--- src/rtl/booth_seq_multiplier_pkg.sv ---
// Shared definitions for the sequential Booth multiplier: FSM state
// encoding, ALU opcode for MUL, default datapath width and the recoding
// step size.
// Build option: BOOTH_RADIX4_EN selects radix-4 recoding (two multiplier
// bits retired per cycle) instead of the default radix-2 recoding.
package booth_seq_multiplier_pkg;

  localparam int DEFAULT_WIDTH = 32;

  // ALU opcode whose result the Z register takes from this unit.
  localparam logic [3:0] ALU_OP_MUL = 4'd11;

  typedef enum logic [1:0] {
    MUL_IDLE = 2'd0,
    MUL_RUN  = 2'd1,
    MUL_DONE = 2'd2
  } mul_state_e;

`ifdef BOOTH_RADIX4_EN
  localparam int RADIX_SHIFT = 2;
`else
  localparam int RADIX_SHIFT = 1;
`endif

  // Booth window: the retired multiplier bits plus the previous bit.
  localparam int BOOTH_BITS = RADIX_SHIFT + 1;

  // Number of RUN cycles needed to retire all multiplier bits.
  function automatic int iter_total(input int width);
    return width / RADIX_SHIFT;
  endfunction

endpackage : booth_seq_multiplier_pkg

--- src/rtl/booth_seq_multiplier_if.sv ---
// Start/done handshake plus operand and product buses between the control
// unit (master) and the Booth multiplier (slave).
// Build option: BOOTH_RADIX4_EN does not change this interface.
interface booth_seq_multiplier_if
  import booth_seq_multiplier_pkg::*;
#(
  parameter int WIDTH = DEFAULT_WIDTH
);

  logic                 start;
  logic [WIDTH-1:0]     multiplicand;
  logic [WIDTH-1:0]     multiplier;
  logic                 busy;
  logic                 done;
  logic [2*WIDTH-1:0]   product;

  modport master (
    output start, multiplicand, multiplier,
    input  busy, done, product
  );

  modport slave (
    input  start, multiplicand, multiplier,
    output busy, done, product
  );

endinterface : booth_seq_multiplier_if

--- src/rtl/booth_seq_multiplier_recoder.sv ---
// Combinational Booth recoder: turns the current Booth window into the
// signed addend applied to the accumulator this cycle.
// Build option: BOOTH_RADIX4_EN widens the window to three bits and adds
// the +-2M digits.
module booth_seq_multiplier_recoder
  import booth_seq_multiplier_pkg::*;
#(
  parameter int WIDTH = DEFAULT_WIDTH
) (
  input  logic [BOOTH_BITS-1:0] booth_bits_i,
  input  logic [WIDTH+1:0]      m_i,
  output logic [WIDTH+1:0]      addend_o
);

`ifdef BOOTH_RADIX4_EN
  logic [WIDTH+1:0] m2;

  // M is sign-extended by two bits, so doubling cannot lose the sign.
  assign m2 = m_i << 1;

  // Radix-4 digit select from {Q[1], Q[0], Q_1}.
  always_comb begin
    // NOTE: every combinational output gets a default first so no path
    // leaves it unassigned, which would otherwise infer a latch.
    addend_o = '0;
    case (booth_bits_i)
      3'b001, 3'b010: addend_o = m_i;
      3'b011:         addend_o = m2;
      3'b100:         addend_o = -m2;
      3'b101, 3'b110: addend_o = -m_i;
      default:        addend_o = '0;
    endcase
  end
`else
  // Radix-2 digit select from {Q[0], Q_1}.
  always_comb begin
    addend_o = '0;
    case (booth_bits_i)
      2'b01:   addend_o = m_i;
      2'b10:   addend_o = -m_i;
      default: addend_o = '0;
    endcase
  end
`endif

endmodule : booth_seq_multiplier_recoder

--- src/rtl/booth_seq_multiplier.sv ---
// Multi-cycle signed Booth multiplier for the ALU MUL operation. The
// control unit pulses start in IDLE, stalls while busy, and takes the
// 2*WIDTH-bit product when done pulses. WIDTH must be even.
// Build option: BOOTH_RADIX4_EN halves the iteration count via radix-4
// recoding; ports, handshake and results are identical in both builds.
module booth_seq_multiplier
  import booth_seq_multiplier_pkg::*;
#(
  parameter int WIDTH = DEFAULT_WIDTH
) (
  input  logic                   clock,
  input  logic                   clear,
  booth_seq_multiplier_if.slave  bus
);

  // Accumulator carries two guard bits so M = -2^(WIDTH-1) (and 2M in the
  // radix-4 build) never overflows it.
  localparam int AW    = WIDTH + 2;
  localparam int ITERS = iter_total(WIDTH);
  localparam int CW    = $clog2(ITERS + 1);

  mul_state_e         state_q, state_d;
  logic [AW-1:0]      a_q, a_d;
  logic [WIDTH-1:0]   q_q, q_d;
  logic               q1_q, q1_d;
  logic [AW-1:0]      m_q, m_d;
  logic [CW-1:0]      cnt_q, cnt_d;
  logic [2*WIDTH-1:0] product_q, product_d;

  logic [AW-1:0]          addend;
  logic [AW-1:0]          sum;
  logic signed [AW+WIDTH:0] shifted;

  booth_seq_multiplier_recoder #(
    .WIDTH (WIDTH)
  ) u_recoder (
    .booth_bits_i ({q_q[RADIX_SHIFT-1:0], q1_q}),
    .m_i          (m_q),
    .addend_o     (addend)
  );

  // Add the recoded digit, then arithmetic-shift {A, Q, Q_1} one step.
  assign sum     = a_q + addend;
  assign shifted = $signed({sum, q_q, q1_q}) >>> RADIX_SHIFT;

  // FSM next state: accept in IDLE, iterate in RUN, one-cycle DONE.
  always_comb begin
    state_d = state_q;
    case (state_q)
      MUL_IDLE: if (bus.start) state_d = MUL_RUN;
      MUL_RUN:  if (cnt_q == '0) state_d = MUL_DONE;
      MUL_DONE: state_d = MUL_IDLE;
      default:  state_d = MUL_IDLE;
    endcase
  end

  // Datapath next state: load operands on accept, iterate while the
  // count is nonzero, capture the product on the DONE-entry edge.
  always_comb begin
    a_d       = a_q;
    q_d       = q_q;
    q1_d      = q1_q;
    m_d       = m_q;
    cnt_d     = cnt_q;
    product_d = product_q;
    case (state_q)
      MUL_IDLE: begin
        if (bus.start) begin
          a_d   = '0;
          q_d   = bus.multiplier;
          q1_d  = 1'b0;
          m_d   = {{2{bus.multiplicand[WIDTH-1]}}, bus.multiplicand};
          cnt_d = CW'(ITERS);
        end
      end
      MUL_RUN: begin
        if (cnt_q != '0) begin
          {a_d, q_d, q1_d} = shifted;
          cnt_d            = cnt_q - CW'(1);
        end else begin
          product_d = {a_q[WIDTH-1:0], q_q};
        end
      end
      default: ;
    endcase
  end

  // State and datapath registers with synchronous clear.
  always_ff @(posedge clock) begin
    // NOTE: sequential state uses non-blocking assignments so every
    // register samples pre-edge values regardless of statement order.
    // Clear also zeroes the datapath, not just the FSM, so a cleared unit
    // presents a zero product and starts from a known accumulator.
    if (clear) begin
      state_q   <= MUL_IDLE;
      a_q       <= '0;
      q_q       <= '0;
      q1_q      <= 1'b0;
      m_q       <= '0;
      cnt_q     <= '0;
      product_q <= '0;
    end else begin
      state_q   <= state_d;
      a_q       <= a_d;
      q_q       <= q_d;
      q1_q      <= q1_d;
      m_q       <= m_d;
      cnt_q     <= cnt_d;
      product_q <= product_d;
    end
  end

  assign bus.busy    = (state_q != MUL_IDLE);
  assign bus.done    = (state_q == MUL_DONE);
  assign bus.product = product_q;

endmodule : booth_seq_multiplier

--- src/flat_wrapper.sv ---
// flat-port wrapper written by rule: the top's interface ports become plain ports
module booth_seq_multiplier_flat import booth_seq_multiplier_pkg::*;
#(
  parameter int WIDTH = DEFAULT_WIDTH
)
  (clock, clear, bus_start, bus_multiplicand, bus_multiplier, bus_busy, bus_done, bus_product);
  booth_seq_multiplier_if #(.WIDTH(WIDTH)) bus_i ();
  input  logic clock;
  input  logic clear;
  input wire logic [$bits(bus_i.start)-1:0] bus_start;
  input wire logic [$bits(bus_i.multiplicand)-1:0] bus_multiplicand;
  input wire logic [$bits(bus_i.multiplier)-1:0] bus_multiplier;
  output wire logic [$bits(bus_i.busy)-1:0] bus_busy;
  output wire logic [$bits(bus_i.done)-1:0] bus_done;
  output wire logic [$bits(bus_i.product)-1:0] bus_product;
  assign bus_i.start = bus_start;
  assign bus_i.multiplicand = bus_multiplicand;
  assign bus_i.multiplier = bus_multiplier;
  assign bus_busy = bus_i.busy;
  assign bus_done = bus_i.done;
  assign bus_product = bus_i.product;
  booth_seq_multiplier #(.WIDTH(WIDTH)) u_core (.clock(clock), .clear(clear), .bus(bus_i));
endmodule
--- config.mk ---
export PLATFORM = sky130hd
export DESIGN_NAME = booth_seq_multiplier_flat
export DESIGN_NICKNAME = d
export VERILOG_FILES = /design/src/rtl/booth_seq_multiplier_pkg.sv /design/src/rtl/booth_seq_multiplier_if.sv /design/src/rtl/booth_seq_multiplier_recoder.sv /design/src/rtl/booth_seq_multiplier.sv /design/src/flat_wrapper.sv
export SDC_FILE = /design/constraint.sdc
export NUM_CORES = 1
export LEC_CHECK = 0
export CAP_MARGIN = 5
export CORE_ASPECT_RATIO = 0.8
export CORE_MARGIN = 5
export CORE_UTILIZATION = 55
export CTS_CLUSTER_DIAMETER = 150
export CTS_CLUSTER_SIZE = 28
export DETAILED_ROUTE_END_ITERATION = 8
export GPL_TIMING_DRIVEN = 0
export PLACE_DENSITY = 0.81
export RECOVER_POWER = 25
export SLEW_MARGIN = 20
export SYNTH_ARGS = -nofsm -noshare
export SYNTH_HDL_FRONTEND = slang
export SYNTH_SLANG_ARGS = --single-unit
--- constraint.sdc ---
create_clock -name clock -period 4.8 [get_ports clock]
set_input_delay 0.72 -clock clock [delete_from_list [all_inputs] [get_ports clock]]
set_output_delay 0.72 -clock clock [all_outputs]
set_load 0.1 [all_outputs]
==> reports/results.txt, run 1 <==
Pwr Density: 359 nW/um2
Placement Setup Slack: 0.206 ns
Nets: 1481
crit path DAT: 4.93 ns
clock period minus worst slack: 4.62 ns
clock-pin slew on the worst setup and hold paths: 0.07 ns
setup TNS: 0 ns
relative slew slack: 24.7%
DRT antenna net count: 0
Yosys reg bits: 170
Area Growth Syn to Fin: 24.9%
Core Footprint: 16400 um2
final WL: 27100 um
number of iterations in the first detailed-routing pass: 5
area post-placement: 10700 um2
reg2reg setup slack: 0.18 ns
Reg2Reg Depth: 16
WP depth: 16
Final Instance Area: 11300 um2
most area-consuming cells after synthesis: dfxtp_1, nand2_1, a21oi_1
share of cells above drive strength 1: 5.62%
final period utilization: 96.3%
Lkg Pwr: 4.22 nW
largest area contributor in the synthesized netlist: dfxtp_1
syn_area_per_cell: 7.45 um2
Cells after Synth: 1219
max frequency: 216 MHz
Post-synth EDFFs: 0
critical path class: flip-flop to flip-flop
post-synth net total: 1324
Ys Warns: 0
vias: 9418
Initial DRC Count: 853
CP bufs+invs: 4
largest net degree at the start of global routing: 19
reg2reg end: u_core.a_q[25]
crit path launch type: flip-flop
Crit. End Element: flip-flop
critical path endpoint: u_core.a_q[25]
chip width: 154 um
worst r2r src: u_core.q_q[0]
worst skew pair latency: 0.44 ns
Total Power: 0.00408 W
vias in the first global route: 8270
I/O Buffers: 132
max cap viols: 0
ant diodes: 0
IO Pins: 133
Core Rows: 42
worst-path cell chain: inv_1 -> ha_1 -> clkinv_1 -> clkbuf_1 -> a211oi_1 -> ha_1 -> inv_1 -> fa_1 -> nor2b_1 -> o2111ai_1 -> and2_1 -> o211ai_2 -> a311oi_1 -> o31ai_1 -> xnor2_1 -> o21ai_0
H-tree depth: 4
GRT overflow: 0
GPL Wtd Cong: 1.00
first-pass GRT wire length: 42200 um
Critical-path top delay cell: a211oi_1
post-synthesis cell area: 9090 um2
Post-CTS Hold Buffers: 0
top cell type's share of synthesized area: 37.5%
Avg WL per Cell: 16.8 um
Unique masters post-synth: 74
CTS Sinks: 170
Die ar.: 19200 um2
status: finished, final reports clean
async set or reset register ratio after synthesis: 0%
Via density: 5.85
slowest stage delay, CP: 0.53 ns
Top FF cell, synth: dfxtp_1
GRT Overall Usage: 26.9%
worst slew pin tran: 1.13 ns
Starting Density: 55.4%
CTS Root Cell: clkbuf_16
crit path max fanout: 10
CP required: 5.10 ns
worst vdd ir: 0.245 mV
setup violators final: 0
Slew Viols, Final: 0
worst min-delay path class: flip-flop to flip-flop
detailed-placement wirelength estimate: 20400 um
worst setup margin: 0.176 ns
CTS tree: done
clock skew: 0.0103 ns
DRC Markers: 0
final hold viol count: 0
die extent in y: 125 um
register area share after synthesis: 37.5%
crit path from: u_core.q_q[0]
initial antenna violation count: 0
delay-heaviest family, CP: compound AO/OA/AOI/OAI gates
CTS Buf Count: 17
Max Root-Sink Buffers: 2
[where the power goes]
part | internal [W] | switching, W | total, W
registers | 0.00151 | 0.000105 | 0.00161
clock network | 0.000709 | 0.000658 | 0.00137
logic | 0.000338 | 0.000759 | 0.00110
total | 0.00256 | 0.00152 | 0.00408
[what timing repair did]
| item | CTS | global route |
|---|---|---|
| setup buffers | 0 | 6 |
| gates resized for setup | 0 | 6 |
| endpoints found under the setup margin | 0 | 11 |
[how the worst min path moves through the flow]
stage                      startpoint                     end  cells past startpoint
6_report       u_core.bus.product[25]  u_core.bus.product[25]                      2
5_1_grt         u_core.bus.product[7]   u_core.bus.product[7]                      2
4_1_cts        u_core.bus.product[11]  u_core.bus.product[11]                      2
3_5_place_dp   u_core.bus.product[30]  u_core.bus.product[30]                      2
3_3_place_gp   u_core.bus.product[35]  u_core.bus.product[35]                      2
2_1_floorplan           u_core.q_q[1]   u_core.bus.product[1]                      2
[stage by stage]
| stage | utilization [%] | std cells | hold WS (ns) |
|---|---|---|---|
| floorplan | - | 1219 | 0.445 |
| global placement | 65.2 | 1571 | 0.442 |
| detailed placement | 65.2 | 1571 | 0.446 |
| CTS | 68.8 | 1603 | 0.456 |
| global route | 69.2 | 1609 | 0.469 |
| finish | 69.2 | 1609 | 0.450 |
[layer usage]
metal / wire length [um] / track usage, %
met1: 12700 / 39.1
met3: 2620 / 6.15
met5: 0 / 0
met2: 11300 / 39.6
met4: 496 / 8.52
[registers in the layout (all words and copies together) (netlist names)]
| register | count |
|---|---|
| u_core.state_q | 2 |
| u_core.q_q | 32 |
| u_core.cnt_q | 6 |
| u_core.q1_q | 1 |
| u_core.m_q | 32 |
| u_core.bus.product | 64 |
| u_core.a_q | 33 |
[worst reg2reg max path: cells and delay by family, from the launching register on]
family	cells	cell delay [ns]
compound gates	6	1.65
xor+xnor	1	0.16
fa+ha+maj	3	0.95
buf+inv	4	0.88
flops	1	0.36
simple gates	2	0.48
[cell usage after synthesis (4+ instances only)]
cell,number
a311oi_1,10
nand4_1,5
nand3b_1,7
inv_1,16
o21ai_0,30
and3_1,6
or3_1,9
o21a_1,9
dfxtp_1,170
and2_1,4
nor3b_1,4
a31oi_1,13
clkbuf_1,67
nor2b_1,8
nand2_1,303
buf_2,4
buf_1,6
nand3_1,33
nor3_1,40
xnor2_1,17
nor2_1,70
a22oi_1,36
a21oi_1,207
a211oi_1,6
nor4_1,7
xor2_1,10
a21o_1,17
ha_1,37
[layout by cell type, fill, tap and decap left out, types with 29 or more instances in the layout]
master,netlist,final
ha_1,37,37
o21ai_0,30,29
a22oi_1,36,36
clkdlybuf4s50_1,0,106
nor3_1,40,38
nor2_1,70,70
dfxtp_1,170,170
nand3_1,33,33
nand2_1,303,303
a21oi_1,207,206
clkbuf_1,67,70
[kinds of logic after synthesis]
logic type                 synth area share [%]
adders and majority gates                  5.31
and+or+nand+nor                            26.4
DFF                                        37.5
AOI/OAI and AO/OA                          23.7
muxes                                     0.344
buffers and inverters                      4.23
xor gates and xnor gates                   2.60
[layout make-up]
| class | instances | area [um2] |
|---|---|---|
| plain buffers | 80 | 320 |
| clock buffers | 18 | 439 |
| clock inverters | 14 | 149 |
| fillers | 1431 | 5050 |
| inverters | 17 | 63.8 |
| multi-input cells | 952 | 5330 |
| flip-flops and latches | 170 | 3400 |
| well taps | 220 | 275 |
| repair buffers | 138 | 1370 |
Power figures use the tool's default switching activity.
==> inputs of run 2 (changes only) <==
--- a/config.mk
+++ b/config.mk
@@ -10,9 +10,8 @@
 export CORE_MARGIN = 5
 export CORE_UTILIZATION = 55
 export CTS_CLUSTER_DIAMETER = 150
-export CTS_CLUSTER_SIZE = 28
+export CTS_CLUSTER_SIZE = 12
 export DETAILED_ROUTE_END_ITERATION = 8
-export GPL_TIMING_DRIVEN = 0
 export PLACE_DENSITY = 0.81
 export RECOVER_POWER = 25
 export SLEW_MARGIN = 20
==> run 2 against run 1 <==
The run now ends with max-capacitance violations, max-slew violations left. Maximum frequency is 6.0% higher. Worst hold slack improved by 0.0031 ns. Die area is the same. Cell area shrank 2.1%. Routed wire length is 10% lower. Clock skew increased by 0.0014 ns. Critical path depth up 3. Non-clock buffer count decreased by 71. Total power down 0.19%. Sequential cell count did not move.
==> reports/results.txt, run 2 (same netlist as run 1, synthesis figures left out) <==
Min Hold Slack: 0.453 ns
multi-input logic area: 5320 um2
DRC Markers: 0
max frequency: 229 MHz
CTS Buf Count: 17
vias: 8891
placed cells: 1506
Die ar.: 19200 um2
Finished Layout Cells: 1538
Slew Viols, Final: 127
CTS tree: done
clock period minus worst slack: 4.36 ns
worst min-delay path class: flip-flop to flip-flop
Core Footprint: 16400 um2
worst-path cell chain: inv_1 -> ha_1 -> nand4_1 -> nor3_1 -> nor3b_1 -> nor3b_2 -> a21o_1 -> a21oi_1 -> nor2_1 -> ha_1 -> a41oi_1 -> o21ai_1 -> a211oi_2 -> o211ai_2 -> buf_4 -> a31o_2 -> o41ai_2 -> mux2i_1 -> a21oi_1
Lkg Pwr: 4.07 nW
CP bufs+invs: 2
Layout Utilization: 67.8%
most common cell after layout, fill and taps aside: nand2_1
ant diodes: 0
clock skew: 0.0117 ns
Post-CTS Hold Buffers: 0
Pwr Density: 366 nW/um2
Avg WL per Cell: 15.8 um
detailed-placement wirelength estimate: 16900 um
CTS Root Cell: clkbuf_16
failing checks: max-capacitance violations, max-slew violations
clock-pin slew on the worst setup and hold paths: 0.07 ns
Starting Density: 55.4%
commonest non-fill, non-tap cells in the layout: nand2_1, a21oi_1, dfxtp_1
setup TNS: 0 ns
Crit. End Element: flip-flop
final period utilization: 90.9%
max cap viols: 2
flip-flop and latch area: 3400 um2
vias in the first global route: 7692
status: finished, violations left
max FFs per register: 64
crit path launch type: flip-flop
Via density: 5.78
crit path DAT: 4.60 ns
GPL Wtd Cong: 0.921
largest net degree at the start of global routing: 98
Nets: 1410
Core Rows: 42
worst vdd ir: 0.238 mV
delay-heaviest family, CP: compound AO/OA/AOI/OAI gates
Critical-path top delay cell: nor3b_1
number of iterations in the first detailed-routing pass: 5
DRT antenna net count: 0
GRT Overall Usage: 24.4%
critical path class: flip-flop to flip-flop
CP required: 5.03 ns
fill count: 1459
crit path max fanout: 5
H-tree depth: 4
postcts setup bufs: 0
I/O Buffers: 132
Initial DRC Count: 785
worst slew pin tran: 2.09 ns
chip width: 154 um
IO Pins: 133
CTS Sinks: 170
final hold viol count: 0
Max Root-Sink Buffers: 2
final WL: 24400 um
share of cells above drive strength 1: 6.07%
GRT overflow: 0
slowest stage delay, CP: 0.38 ns
Area Growth Syn to Fin: 22.3%
first-pass GRT wire length: 39300 um
die extent in y: 125 um
post-CTS sizing: 0
worst skew pair latency: 0.44 ns
relative slew slack: -39.9%
setup violators final: 0
RSZ-0062 raised after global routing: no
initial antenna violation count: 0
[run 2: metal layers]
metal / track usage, % / part of all wire, % / vias up
met4: 8.26 / 1.5 / 0
met5: 0 / 0 / -
li1: - / - / 4459
met3: 5.01 / 8.4 / 33
met2: 33.8 / 41 / 331
met1: 37.4 / 49 / 4068
[run 2: metrics by stage]
stage               instance area [um2]  worst slack [ns]  total power [W]
floorplan                          9090             0.971          0.00235
global placement                  10500             0.660          0.00262
detailed placement                10500             0.550          0.00263
CTS                               11100             0.523          0.00409
global route                      11100             0.128          0.00426
finish                            11100             0.436          0.00407
[run 2: tightest hold or removal path: stages (launching register included)]
cell and delay [ns]:
dfxtp_1 0.31, nand2_1 0.05, a21oi_1 0.05
[run 2: path summary, 6_finish.rpt]
check | from | end | slack, ns | depth (start not counted)
setup reg to reg | u_core.m_q[0] | u_core.a_q[29] | 0.44 | 19
setup / recovery | u_core.m_q[0] | u_core.a_q[29] | 0.44 | 19
hold reg to reg | u_core.bus.product[1] | u_core.bus.product[1] | 0.45 | 2
hold / removal | u_core.bus.product[1] | u_core.bus.product[1] | 0.45 | 2
[run 2: area by class of cell]
type / count / share of cell area, %
Sequential cell: 170 / 30.6
Multi-Input combinational cell: 952 / 47.9
Clock buffer: 17 / 3.83
Clock inverter: 15 / 1.80
Timing Repair Buffer: 147 / 12.8
Inverter: 17 / 0.574
Tap cell: 220 / 2.48
[run 2: power breakdown]
| part | internal [W] | switching, W | leakage (nW) |
|---|---|---|---|
| logic | 0.000310 | 0.000696 | 2.38 |
| registers | 0.00151 | 0.000101 | 1.38 |
| clock network | 0.000799 | 0.000655 | 0.304 |
